<file path="src/rtl/alu_wb_queue_pkg.sv">
// Shared types for the ALU writeback queue slice of the execute stage:
// the functional-unit operation bundle and the queued writeback entry.
package alu_wb_queue_pkg;

    localparam int unsigned XLEN          = 64;
    localparam int unsigned NR_SB_ENTRIES = 16;
    localparam int unsigned TRANS_ID_BITS = $clog2(NR_SB_ENTRIES);

    typedef logic [XLEN-1:0] xlen_t;

    typedef enum logic [2:0] {
        FU_NONE,
        FU_ALU,
        FU_BRANCH,
        FU_LOAD,
        FU_STORE,
        FU_MULT,
        FU_CSR
    } fu_t;

    typedef struct packed {
        fu_t                      fu;
        logic [7:0]               operation;
        xlen_t                    operand_a;
        xlen_t                    operand_b;
        xlen_t                    imm;
        logic [TRANS_ID_BITS-1:0] trans_id;
    } fu_data_t;

    typedef struct packed {
        logic [TRANS_ID_BITS-1:0] trans_id;
        xlen_t                    result;
    } alu_wb_entry_t;

endpackage

</file>
<file path="src/rtl/alu_wb_queue_if.sv">
// ALU result input and scoreboard writeback output of the ALU writeback
// queue. The slave modport is the queue itself; master is its environment.
interface alu_wb_queue_if;
    import alu_wb_queue_pkg::*;

    logic                     alu_valid_i;
    logic                     alu_ready_o;
    fu_data_t                 fu_data_i;
    xlen_t                    alu_result_i;
    logic                     wb_valid_o;
    logic                     wb_ready_i;
    logic [TRANS_ID_BITS-1:0] wb_trans_id_o;
    xlen_t                    wb_result_o;

    modport slave (
        input  alu_valid_i,
        input  fu_data_i,
        input  alu_result_i,
        input  wb_ready_i,
        output alu_ready_o,
        output wb_valid_o,
        output wb_trans_id_o,
        output wb_result_o
    );

    modport master (
        output alu_valid_i,
        output fu_data_i,
        output alu_result_i,
        output wb_ready_i,
        input  alu_ready_o,
        input  wb_valid_o,
        input  wb_trans_id_o,
        input  wb_result_o
    );

endinterface

</file>
<file path="src/rtl/alu_wb_queue.sv">
// In-order queue between the non-stallable ALU and the scoreboard
// writeback port. Full/empty come only from the occupancy counter; the
// head entry is read straight from storage, so there is no bypass and no
// combinational path from any input to any output.
module alu_wb_queue
    import alu_wb_queue_pkg::*;
#(
    parameter int unsigned DEPTH          = 4,
    // Allows directed tests to drive deliberate overflow without tripping
    // the upstream protocol check.
    parameter bit          OVERFLOW_CHECK = 1'b1
) (
    input  logic                   clk_i,
    input  logic                   rst_ni,
    input  logic                   flush_i,
    alu_wb_queue_if.slave          alu_if,
    output logic [$clog2(DEPTH):0] usage_o
);

    localparam int unsigned CNT_W = $clog2(DEPTH) + 1;
    localparam int unsigned PTR_W = $clog2(DEPTH);

    if (DEPTH < 2 || (DEPTH & (DEPTH - 1)) != 0) begin : g_bad_depth
        $error("alu_wb_queue: DEPTH must be a power of two and at least 2");
    end

    alu_wb_entry_t [DEPTH-1:0] mem_q;
    logic [PTR_W-1:0]          rd_ptr_q;
    logic [PTR_W-1:0]          wr_ptr_q;
    logic [CNT_W-1:0]          count_q;
    logic                      push;
    logic                      pop;
    logic                      unused_fu_data;

    assign alu_if.alu_ready_o   = (count_q != CNT_W'(DEPTH));
    assign alu_if.wb_valid_o    = (count_q != '0);
    assign alu_if.wb_trans_id_o = mem_q[rd_ptr_q].trans_id;
    assign alu_if.wb_result_o   = mem_q[rd_ptr_q].result;
    assign usage_o              = count_q;

    assign push = alu_if.alu_valid_i && alu_if.alu_ready_o;
    assign pop  = alu_if.wb_valid_o && alu_if.wb_ready_i;

    // Only trans_id of the operation bundle is carried with the result.
    assign unused_fu_data = ^{alu_if.fu_data_i.fu, alu_if.fu_data_i.operation,
                              alu_if.fu_data_i.operand_a, alu_if.fu_data_i.operand_b,
                              alu_if.fu_data_i.imm};

    // Storage, pointers and occupancy; flush overrides any push/pop of the cycle.
    always_ff @(posedge clk_i or negedge rst_ni) begin
        if (!rst_ni) begin
            for (int unsigned i = 0; i < DEPTH; i++) begin
                mem_q[i] <= '0;
            end
            rd_ptr_q <= '0;
            wr_ptr_q <= '0;
            count_q  <= '0;
        end else if (flush_i) begin
            rd_ptr_q <= '0;
            wr_ptr_q <= '0;
            count_q  <= '0;
        end else begin
            if (push) begin
                mem_q[wr_ptr_q].trans_id <= alu_if.fu_data_i.trans_id;
                mem_q[wr_ptr_q].result   <= alu_if.alu_result_i;
                wr_ptr_q                 <= wr_ptr_q + PTR_W'(1);
            end
            if (pop) begin
                rd_ptr_q <= rd_ptr_q + PTR_W'(1);
            end
            if (push && !pop) begin
                count_q <= count_q + CNT_W'(1);
            end else if (pop && !push) begin
                count_q <= count_q - CNT_W'(1);
            end
        end
    end

`ifndef SYNTHESIS
    if (OVERFLOW_CHECK) begin : g_overflow_check
        a_no_push_when_full: assert property (@(posedge clk_i) disable iff (!rst_ni)
            (alu_if.alu_valid_i && !flush_i) |-> alu_if.alu_ready_o)
            else $error("alu_wb_queue: ALU result dropped, queue full");
    end

    a_no_pop_when_empty: assert property (@(posedge clk_i) disable iff (!rst_ni)
        pop |-> (count_q != '0));

    a_no_underflow: assert property (@(posedge clk_i) disable iff (!rst_ni)
        (pop && !push) |-> (count_q != '0));

    a_stable_under_backpressure: assert property (@(posedge clk_i) disable iff (!rst_ni)
        (alu_if.wb_valid_o && !alu_if.wb_ready_i && !flush_i)
            |=> ($stable(alu_if.wb_trans_id_o) && $stable(alu_if.wb_result_o)));
`endif

endmodule

</file>
<file path="src/flat_wrapper.sv">
// flat-port wrapper written by rule: the top's interface ports become plain ports
module alu_wb_queue_flat import alu_wb_queue_pkg::*;
#(
    parameter int unsigned DEPTH          = 4,
                                                                          
                                   
    parameter bit          OVERFLOW_CHECK = 1'b1
)
  (clk_i, rst_ni, flush_i, usage_o, alu_if_alu_valid_i, alu_if_fu_data_i, alu_if_alu_result_i, alu_if_wb_ready_i, alu_if_alu_ready_o, alu_if_wb_valid_o, alu_if_wb_trans_id_o, alu_if_wb_result_o);
  alu_wb_queue_if alu_if_i ();
  input  logic clk_i;
  input  logic rst_ni;
  input  logic flush_i;
  output logic [$clog2(DEPTH):0] usage_o;
  input wire logic [$bits(alu_if_i.alu_valid_i)-1:0] alu_if_alu_valid_i;
  input wire logic [$bits(alu_if_i.fu_data_i)-1:0] alu_if_fu_data_i;
  input wire logic [$bits(alu_if_i.alu_result_i)-1:0] alu_if_alu_result_i;
  input wire logic [$bits(alu_if_i.wb_ready_i)-1:0] alu_if_wb_ready_i;
  output wire logic [$bits(alu_if_i.alu_ready_o)-1:0] alu_if_alu_ready_o;
  output wire logic [$bits(alu_if_i.wb_valid_o)-1:0] alu_if_wb_valid_o;
  output wire logic [$bits(alu_if_i.wb_trans_id_o)-1:0] alu_if_wb_trans_id_o;
  output wire logic [$bits(alu_if_i.wb_result_o)-1:0] alu_if_wb_result_o;
  assign alu_if_i.alu_valid_i = alu_if_alu_valid_i;
  assign alu_if_i.fu_data_i = alu_if_fu_data_i;
  assign alu_if_i.alu_result_i = alu_if_alu_result_i;
  assign alu_if_i.wb_ready_i = alu_if_wb_ready_i;
  assign alu_if_alu_ready_o = alu_if_i.alu_ready_o;
  assign alu_if_wb_valid_o = alu_if_i.wb_valid_o;
  assign alu_if_wb_trans_id_o = alu_if_i.wb_trans_id_o;
  assign alu_if_wb_result_o = alu_if_i.wb_result_o;
  alu_wb_queue #(.DEPTH(DEPTH), .OVERFLOW_CHECK(OVERFLOW_CHECK)) u_core (.clk_i(clk_i), .rst_ni(rst_ni), .flush_i(flush_i), .alu_if(alu_if_i), .usage_o(usage_o));
endmodule
</file>
<file path="config.mk">
export PLATFORM = sky130hd
export DESIGN_NAME = alu_wb_queue_flat
export DESIGN_NICKNAME = d
export VERILOG_FILES = /design/src/rtl/alu_wb_queue_pkg.sv /design/src/rtl/alu_wb_queue_if.sv /design/src/rtl/alu_wb_queue.sv /design/src/flat_wrapper.sv
export SDC_FILE = /design/constraint.sdc
export NUM_CORES = 1
export LEC_CHECK = 0
export BUFFER_PORTS_ARGS = -buffer_cell sky130_fd_sc_hd__buf_2
export CAP_MARGIN = 40
export CORE_ASPECT_RATIO = 1.5
export CORE_MARGIN = 4
export CORE_UTILIZATION = 45
export CTS_BUF_LIST = sky130_fd_sc_hd__clkbuf_2 sky130_fd_sc_hd__clkbuf_4 sky130_fd_sc_hd__clkbuf_8
export CTS_CLUSTER_SIZE = 30
export DETAILED_ROUTE_END_ITERATION = 10
export MAX_ROUTING_LAYER = met4
export PLACE_DENSITY_LB_ADDON = 0.08
export SLEW_MARGIN = 20
export SYNTH_ARGS = -nofsm -noshare
export SYNTH_HDL_FRONTEND = slang
export SYNTH_SLANG_ARGS = --single-unit
</file>
<file path="constraint.sdc">
create_clock -name clk_i -period 2.9 [get_ports clk_i]
set_input_delay 0.29 -clock clk_i [delete_from_list [all_inputs] [get_ports clk_i]]
set_output_delay 0.29 -clock clk_i [all_outputs]
set_load 0.1 [all_outputs]
</file>
== Word level (Yosys, flattened, before mapping) ==
Cells that the tools add are included.

* Flip-flop bits (word level): 279
* Output and inout bits: 73
* Word-level logic and storage cells: 47

* Add/sub/neg operators: 4
* $lt $le $gt $ge: 3
* Equality and inequality tests: 1
* Mux-type cells: 15
* Bitwise gates (word level): 1
* Reductions and logical operators: 12

{| class="wikitable"
|+ Operators with widths
! cell !! number
|-
| 272-bit bitwise mux || 2
|-
| 68-bit demux with 2-bit select || 2
|-
| 68-bit binary-select mux with 2-bit select || 1
|-
| 68-bit 2-to-1 mux || 2
|-
| 64-bit 2-to-1 mux || 1
|-
| 3-bit 2-to-1 mux || 3
|-
| 2-bit 2-to-1 mux || 4
|-
| 2-bit by 3-bit less-than comparator with 1-bit output, second input constant || 2
|-
| 3-bit nonzero test || 2
|-
| 1-bit logical AND || 5
|-
| 2-bit by 1-bit adder with 2-bit output, second input constant || 2
|-
| 2-bit nonzero test || 2
|-
| 3-bit by 1-bit adder with 3-bit output, second input constant || 1
|-
| 3-bit != test, second input constant || 1
|-
| 3-bit by 1-bit subtractor with 3-bit output, second input constant || 1
|-
| 2-bit by 1-bit >= comparator with 1-bit output, second input constant || 1
|-
| 1-bit logical NOT || 2
|-
| 2-bit AND reduction || 1
|-
| 1-bit NOT || 1
|}

== Logic depth before layout (Yosys ltp) ==
Gate-level depths: netlist of the first run.

* Word-level depth: 7
* Gate-level depth with buffers: 8
* Gate-level depth less buffers: 8

== Least setup slack after synthesis of the first run ==
No wires, ideal clock.

* Path kind: register to register
* From: register u_core.count_q[2], in the netlist u_core.usage_o[2]
* To: register u_core.count_q[2], in the netlist u_core.usage_o[2]
* Arrival time: 2726 ps
* Data required time: 2768 ps
* Setup slack: 42 ps
* Cell stages (with the launch flop): 9
* Cell sequence: dfrtp_1 -> or3b_4 -> nand2_1 -> nor2_1 -> fa_1 -> or3b_2 -> a21oi_1 -> o21ai_0 -> a31oi_1

* Elaborated cells between the ends (all ways): 14

{| class="wikitable"
|+ RTL lines
! element !! line !! source
|-
| start: declaration || alu_wb_queue.sv:30 || <nowiki>logic [CNT_W-1:0] count_q;</nowiki>
|-
| start signal: assignment || alu_wb_queue.sv:72 || <nowiki>count_q <= count_q + CNT_W'(1);</nowiki>
|-
| start signal: assignment || alu_wb_queue.sv:74 || <nowiki>count_q <= count_q - CNT_W'(1);</nowiki>
|-
| 3-bit != test * || alu_wb_queue.sv:35 || <nowiki>assign alu_if.alu_ready_o = (count_q != CNT_W'(DEPTH));</nowiki>
|-
| net alu_if_alu_ready_o || flat_wrapper.sv:19 || <nowiki>output wire logic [$bits(alu_if_i.alu_ready_o)-1:0] alu_if_alu_ready_o;</nowiki>
|-
| 1-bit logical AND * || alu_wb_queue.sv:41 || <nowiki>assign push = alu_if.alu_valid_i && alu_if.alu_ready_o;</nowiki>
|-
| 1-bit logical AND or 1-bit logical NOT (tied branches) || alu_wb_queue.sv:71, alu_wb_queue.sv:73 ||
|-
| 3-bit 2-to-1 mux or 1-bit logical AND (tied branches) || alu_wb_queue.sv:71, alu_wb_queue.sv:73 ||
|-
| 3-bit 2-to-1 mux or 3-bit nonzero test (tied branches) || n/a ||
|}

Mark *: on every way through the listed nets, which the timed path passes. The rest lies on a longest branch. The select of a mux whose other input is x is not followed.
A chain may end at the register's enable or synchronous reset.

== Worst setup path in the final report of the first run ==
* From: register u_core.rd_ptr_q[0]
* To: output port alu_if_wb_result_o[4]

* Longest elaborated chain between the ends: 2

{| class="wikitable"
|+ Ends and longest elaborated chain
! element !! line !! source
|-
| start: declaration || alu_wb_queue.sv:28 || <nowiki>logic [PTR_W-1:0] rd_ptr_q;</nowiki>
|-
| start signal: assignment || alu_wb_queue.sv:69 || <nowiki>rd_ptr_q <= rd_ptr_q + PTR_W'(1);</nowiki>
|-
| 68-bit binary-select mux with 2-bit select || alu_wb_queue.sv:38 || <nowiki>assign alu_if.wb_result_o = mem_q[rd_ptr_q].result;</nowiki>
|-
| 68-bit 2-to-1 mux || n/a ||
|-
| end: declaration || flat_wrapper.sv:22 || <nowiki>output wire logic [$bits(alu_if_i.wb_result_o)-1:0] alu_if_wb_result_o;</nowiki>
|}

No other way between the ends. The select of a mux whose other input is x is not followed.

==> results.sh, run 1 <==
export IMPL_status="finished clean"
export IMPL_holdPathStages=3
export IMPL_cp_required_ns=2.61
export IMPL_synth_nets=994
export IMPL_crit_type="reg2out"
export IMPL_num_io_pins=349
export IMPL_min_period_ns=2.69
export IMPL_nets=1230
export IMPL_num_vias=7155
export IMPL_placed_area_sq_mm=0.0134
export IMPL_synth_flop_cell="dfrtp_1"
export IMPL_slew_viol_final=0
export IMPL_initial_utilization_pct=46.1
export IMPL_overflow=0
export IMPL_drive_gt1_share_pct=52.2
export IMPL_fin_area_sq_mm=0.0150
export IMPL_cts_made_buffers=45
export IMPL_critical_path_startpoint_type="flip-flop"
export IMPL_grt_max_degree=96
export IMPL_utilization_pct=56.3
export IMPL_avgSynthCellArea_sq_um=17.2
export IMPL_fillCellCount=2214
export IMPL_grtUsageTotal_pct=19.7
export IMPL_syn_cell_area_sq_mm=0.0123
export IMPL_async_flop_share_pct=100
export IMPL_arrival_ns=2.40
export IMPL_first_pass_iters=4
export IMPL_worstMarginPinSlew_ns=0.750
export IMPL_fmax_mhz=372
export IMPL_antenna_found_initial=0
export IMPL_drc=0
export IMPL_synth_distinct_cells=32
export IMPL_drv_cap=0
export IMPL_synth_seq_cells=279
export IMPL_synthesis_instances=713
export IMPL_crit_chain="buf_4, mux4_2, buf_2"
export IMPL_setup_viol=0
export IMPL_post_cts_buffers=0
export IMPL_multi_input_area_sq_mm=0.00492
export IMPL_max_slew_margin_rel_pct=50.0
export IMPL_worst_path_max_delay_cell="dfrtp_4"
export IMPL_cts_root_buf="clkbuf_8"
export IMPL_dieArea_sq_mm=0.0301
export IMPL_r2r_cells=5
export IMPL_num_rows=73
export IMPL_dr_first_iter_drc_count=191
export IMPL_crit_path_max_incr_delay_ns=0.65
export IMPL_min_period_over_period_pct=92.7
export IMPL_core_area_sq_mm=0.0267
export IMPL_synth_edff_count=0
export IMPL_rsz0062_at_grt="false"
export IMPL_routed_wl_um=27900
export IMPL_wl_per_cell_um=21.2
export IMPL_io_buffers=145
export IMPL_fin_tns_setup_ns=0
export IMPL_hp_class="in2reg"
export IMPL_grt_pass1_vias=8501
export IMPL_clock_skew_ns=0.0272
export IMPL_htree_levels=2
export IMPL_drtAntennaViolNets=0
export IMPL_ctsResizeCount=0
export IMPL_ys_seq_area_share_pct=56.8
export IMPL_critPathCaptureType="primary output"
export IMPL_worst_path_max_fanout=16
export IMPL_regArea_sq_mm=0.00699
export IMPL_cts_tree="built"
export IMPL_grt_pass1_wl_um=45600
export IMPL_clockBufferDepth=3
export IMPL_antenna_cells=0
export IMPL_path_clk_slew_ns=0.06
export IMPL_fp_dieH_um=210
export IMPL_routed_via_density=5.43
export IMPL_cts_sinks=279
export IMPL_syn2layout_area_growth_pct=22.3
export IMPL_final_hold_violation_count=0
export IMPL_dp_hpwl_um=17800
export IMPL_ys_warn_count=0
export IMPL_place_congestion=0.707
export IMPL_hold_slack_ns=0.0826
export IMPL_die_w_um=143
export IMPL_cts_hold_buf=70
export IMPL_clock_latency_ns=0.56
==> layout make-up <==
class / instances / area share [%]
clock inverters: 2 / 0.0833
flip-flops and latches: 279 / 46.5
multi-input cells: 384 / 32.8
inverters: 4 / 0.100
clock buffers: 76 / 6.13
well taps: 337 / 2.81
repair buffers: 235 / 11.6
==> registers in the layout, indices dropped and copies added (netlist names) <==
register / count
u_core.mem_q: 272
u_core.usage_o: 3
u_core.rd_ptr_q: 2
u_core.wr_ptr_q: 2
==> kinds of logic (layout without fill, tap and decap cells) <==
group | after synthesis | count (layout) | synth area share (%)
flip-flops | 279 | 279 | 56.8
multiplexers | 341 | 341 | 37.5
adder cells (fa/ha/maj) | 5 | 5 | 0.570
XOR/XNOR | 5 | 5 | 0.357
AO/OA/AOI/OAI | 7 | 7 | 0.367
AND/OR/NAND/NOR | 26 | 26 | 1.31
buffers and inverters | 50 | 317 | 3.07
==> cell usage in the layout (no fill, tap or decap), types with 2 or more instances in the layout <==
cell / Yosys / routed
nand3_1: 2 / 2
nor2_1: 8 / 8
dlygate4sd3_1: 0 / 70
clkbuf_4: 0 / 20
nand2_4: 4 / 4
nor2b_1: 2 / 2
ha_1: 4 / 4
inv_1: 4 / 4
mux2_2: 192 / 192
mux4_2: 68 / 68
a21oi_1: 2 / 2
buf_4: 16 / 8
clkbuf_8: 0 / 56
xnor2_1: 2 / 2
buf_12: 0 / 12
xor2_1: 3 / 3
buf_2: 7 / 144
mux2_1: 80 / 80
dfrtp_1: 279 / 277
dfrtp_4: 0 / 2
nand2_1: 5 / 5
==> critical path: cells and delay by family, from the launching register on <==
family	cells	cell delay (ns)
muxes	1	0.58
buffers and inverters	2	0.63
DFF	1	0.65
==> per-layer routing <==
layer	routed length, um	track usage (%)	vias to the layer above
met5	0	-	-
met4	497	5.28	0
met3	1560	4.54	40
met2	14300	32.3	173
met1	11600	24.9	3806
li1	-	-	3136
==> synthesized netlist by cell type (2+ instances only) <==
cell	number	area share (%)
dfrtp_1	279	57
mux2_2	192	18
mux2_1	80	7.3
mux4_2	68	12
buf_4	16	0.98
clkbuf_1	10	0.31
buf_8	8	0.98
nor2_1	8	0.24
buf_2	7	0.29
nand2_1	5	0.15
buf_6	4	0.37
ha_1	4	0.41
inv_1	4	0.12
nand2_4	4	0.37
xor2_1	3	0.21
a21oi_1	2	0.081
nand3_1	2	0.081
nor2b_1	2	0.10
xnor2_1	2	0.14
==> worst paths after layout <==
check,startpoint,to,slack (ns)
max reg2reg,u_core.usage_o[2],u_core.mem_q[269],0.55
min,alu_if_alu_valid_i,u_core.wr_ptr_q[1],0.08
min reg2reg,u_core.mem_q[182],u_core.mem_q[182],0.49
max in group asynchronous,rst_ni,u_core.mem_q[54],1.70
max,u_core.rd_ptr_q[0],alu_if_wb_result_o[4],0.21
min in group asynchronous,rst_ni,u_core.mem_q[263],0.36
==> through the flow <==
stage / instances / setup slack (ns)
floorplan: 713 / 0.0421
global placement: 1169 / 0.573
detailed placement: 1169 / 0.531
CTS: 1317 / 0.119
global route: 1317 / 0.0644
finish: 1317 / 0.211
Power of run 1 is left out: the tool's default activity adds up to more than one toggle a clock period on the data nets, which glitch-free logic cannot reach.
==> run 2: changes to the inputs <==
ABC_AREA = 1   (was unset)
BUFFER_PORTS_ARGS = -buffer_cell sky130_fd_sc_hd__clkbuf_2   (was -buffer_cell sky130_fd_sc_hd__buf_2)
==> run 2 against run 1 <==
  * Via count is 37% higher
  * Flip-flop and latch count is the same
  * Non-clock buffer count shrank 58
  * Sequential share of layout area rose by 0.52 points
  * Critical path depth increased by 2
  * Highest routed layer unchanged
  * Hold slack worse by 0.050 ns
  * Critical endpoint is now alu_if_wb_result_o[34]
==> results.sh, run 2 <==
export IMPL_synth_most_common_cell="nand2_1"
export IMPL_place_congestion=0.751
export IMPL_syn2layout_area_growth_pct=21.9
export IMPL_status="finished clean"
export IMPL_synth_top_area_cell="dfrtp_1"
export IMPL_crit_type="reg2out"
export IMPL_cts_tree="built"
export IMPL_antenna_cells=0
export IMPL_cts_sinks=279
export IMPL_clock_latency_ns=0.54
export IMPL_cp_required_ns=2.61
export IMPL_drtAntennaViolNets=0
export IMPL_ys_seq_area_share_pct=57.3
export IMPL_routed_via_density=5.21
export IMPL_final_common_cell="nand2_1"
export IMPL_slew_viol_final=0
export IMPL_dieArea_sq_mm=0.0298
export IMPL_drv_cap=0
export IMPL_routed_wl_um=29800
export IMPL_clock_skew_ns=0.0211
export IMPL_cts_made_buffers=43
export IMPL_first_pass_iters=5
export IMPL_arrival_ns=2.41
export IMPL_critical_path_startpoint_type="flip-flop"
export IMPL_initial_utilization_pct=45.8
export IMPL_critPathCaptureType="primary output"
export IMPL_synth_distinct_cells=23
export IMPL_avgSynthCellArea_sq_um=8.77
export IMPL_synth_flop_cell="dfrtp_1"
export IMPL_yosys_area_top_type_share_pct=57.3
export IMPL_wl_per_cell_um=15.9
export IMPL_most_common_layout_cells="nand2_1 (289), dfrtp_1 (276), o21ai_0 (273)"
export IMPL_power_total_uw=21000
export IMPL_clockBufferDepth=3
export IMPL_regMostFlops="u_core.mem_q"
export IMPL_post_cts_buffers=0
export IMPL_place_inst=1796
export IMPL_min_period_over_period_pct=93.0
export IMPL_worstMarginPinSlew_ns=0.610
export IMPL_num_io_pins=349
export IMPL_async_flop_share_pct=100
export IMPL_synthesis_instances=1390
export IMPL_htree_levels=2
export IMPL_rsz0062_at_grt="false"
export IMPL_hp_class="in2reg"
export IMPL_dr_first_iter_drc_count=579
export IMPL_worst_path_max_fanout=46
export IMPL_peakVddDrop_uv=1190
export IMPL_drc=0
export IMPL_min_period_ns=2.70
export IMPL_synth_common_cells="nand2_1 (290), dfrtp_1 (279), o21ai_0 (273)"
export IMPL_grt_pass1_vias=9853
export IMPL_overflow=0
export IMPL_fin_tns_setup_ns=0
export IMPL_drive_gt1_share_pct=16.7
export IMPL_max_slew_margin_rel_pct=59.4
export IMPL_core_area_sq_mm=0.0266
export IMPL_setup_viol=0
export IMPL_synth_nets=1671
export IMPL_synth_edff_count=0
export IMPL_path_clk_slew_ns=0.06
export IMPL_fp_dieH_um=210
export IMPL_powerDensity_mw_per_mm2=1410
export IMPL_largest_reg_flops=272
export IMPL_fmax_mhz=371
export IMPL_num_vias=9786
export IMPL_io_buffers=145
export IMPL_synth_seq_cells=279
export IMPL_fin_cells=1877
export IMPL_grt_pass1_wl_um=50000
export IMPL_num_rows=73
export IMPL_final_hold_violation_count=0
export IMPL_grtUsageTotal_pct=21.0
export IMPL_syn_cell_area_sq_mm=0.0122
export IMPL_power_leakage_uw=0.00726
export IMPL_dp_hpwl_um=17500
export IMPL_die_w_um=142
export IMPL_ys_top_cells_by_area="dfrtp_1 (57%), o21ai_0 (11%), nand2_1 (8.9%)"
export IMPL_antenna_found_initial=0
export IMPL_ys_warn_count=0
export IMPL_cts_root_buf="clkbuf_8"
export IMPL_grt_max_degree=138
export IMPL_nets=1793
## run 2: final timing paths
check / startpoint / to / slack (ns) / depth (start not counted)
worst max-delay path: u_core.rd_ptr_q[0] / alu_if_wb_result_o[34] / 0.20 / 5
worst min-delay path: alu_if_alu_result_i[51] / u_core.mem_q[187] / 0.03 / 3
worst max register to register: u_core.usage_o[0] / u_core.usage_o[2] / 0.87 / 12
worst min register to register: u_core.mem_q[138] / u_core.mem_q[138] / 0.48 / 2
max in group asynchronous: rst_ni / u_core.mem_q[133] / 1.69 / 3
min in group asynchronous: rst_ni / u_core.mem_q[232] / 0.30 / 2
## run 2: logic make-up after synthesis
logic type	after synthesis	share of synthesized area, %
compound gates	480	20.4
simple gates	444	14.5
flops	279	57.3
buf+inv	181	7.17
fa+ha+maj	5	0.575
xor+xnor	1	0.0719
## run 2: repair_timing
| action | 4_1_cts | 5_1_grt |
|---|---|---|
| resized for setup | 0 | 0 |
| endpoints found under the hold margin | 68 | 0 |
| hold buffers | 7 | 0 |
| endpoints found under the setup margin | 0 | 0 |
## run 2: where the power goes
group          internal (uW)  switching [uW]  total [uW]
clock                   1920            1460        3380
sequential              5570             854        6420
combinational           3430            7790       11200
total                  10900           10100       21000
## run 2: cell type report
class,count,area (sq um)
tap,337,422
sequential,279,6990
multi-input combinational,930,4330
fill,2462,11700
timing repair buffer,177,1900
inverter,81,314
clock inverter,2,10.0
clock buffer,71,890
## run 2: metrics by stage
| step | cell area, sq um | hold slack [ns] | utilization [%] | worst slack (ns) |
|---|---|---|---|---|
| 2_1_floorplan | 12200 | -0.00559 | - | 0.0383 |
| 4_1_cts | 14800 | 0.000738 | 55.8 | 0.164 |
| 3_3_place_gp | 13900 | 0.278 | 52.1 | 0.721 |
| 5_1_grt | 14900 | 0.0238 | 55.9 | 0.0439 |
| 3_5_place_dp | 13900 | 0.280 | 52.1 | 0.753 |
| 6_report | 14900 | 0.0329 | 55.9 | 0.204 |
## run 2: per-layer routing
layer / up-vias / wire (um) / global-route usage (%)
li1: 4853 / - / -
met1: 4682 / 13200 / 26.5
met2: 203 / 14200 / 34.6
met3: 48 / 1750 / 4.49
met4: 0 / 592 / 5.25
met5: - / 0 / -
## run 2: critical path: stages (launching register included)
cell     delay [ns]
dfrtp_4        0.50
inv_4          0.36
buf_12         0.29
o21ai_0        0.10
o22ai_1        0.35
buf_12         0.23
(Power assumes the default switching activity.)
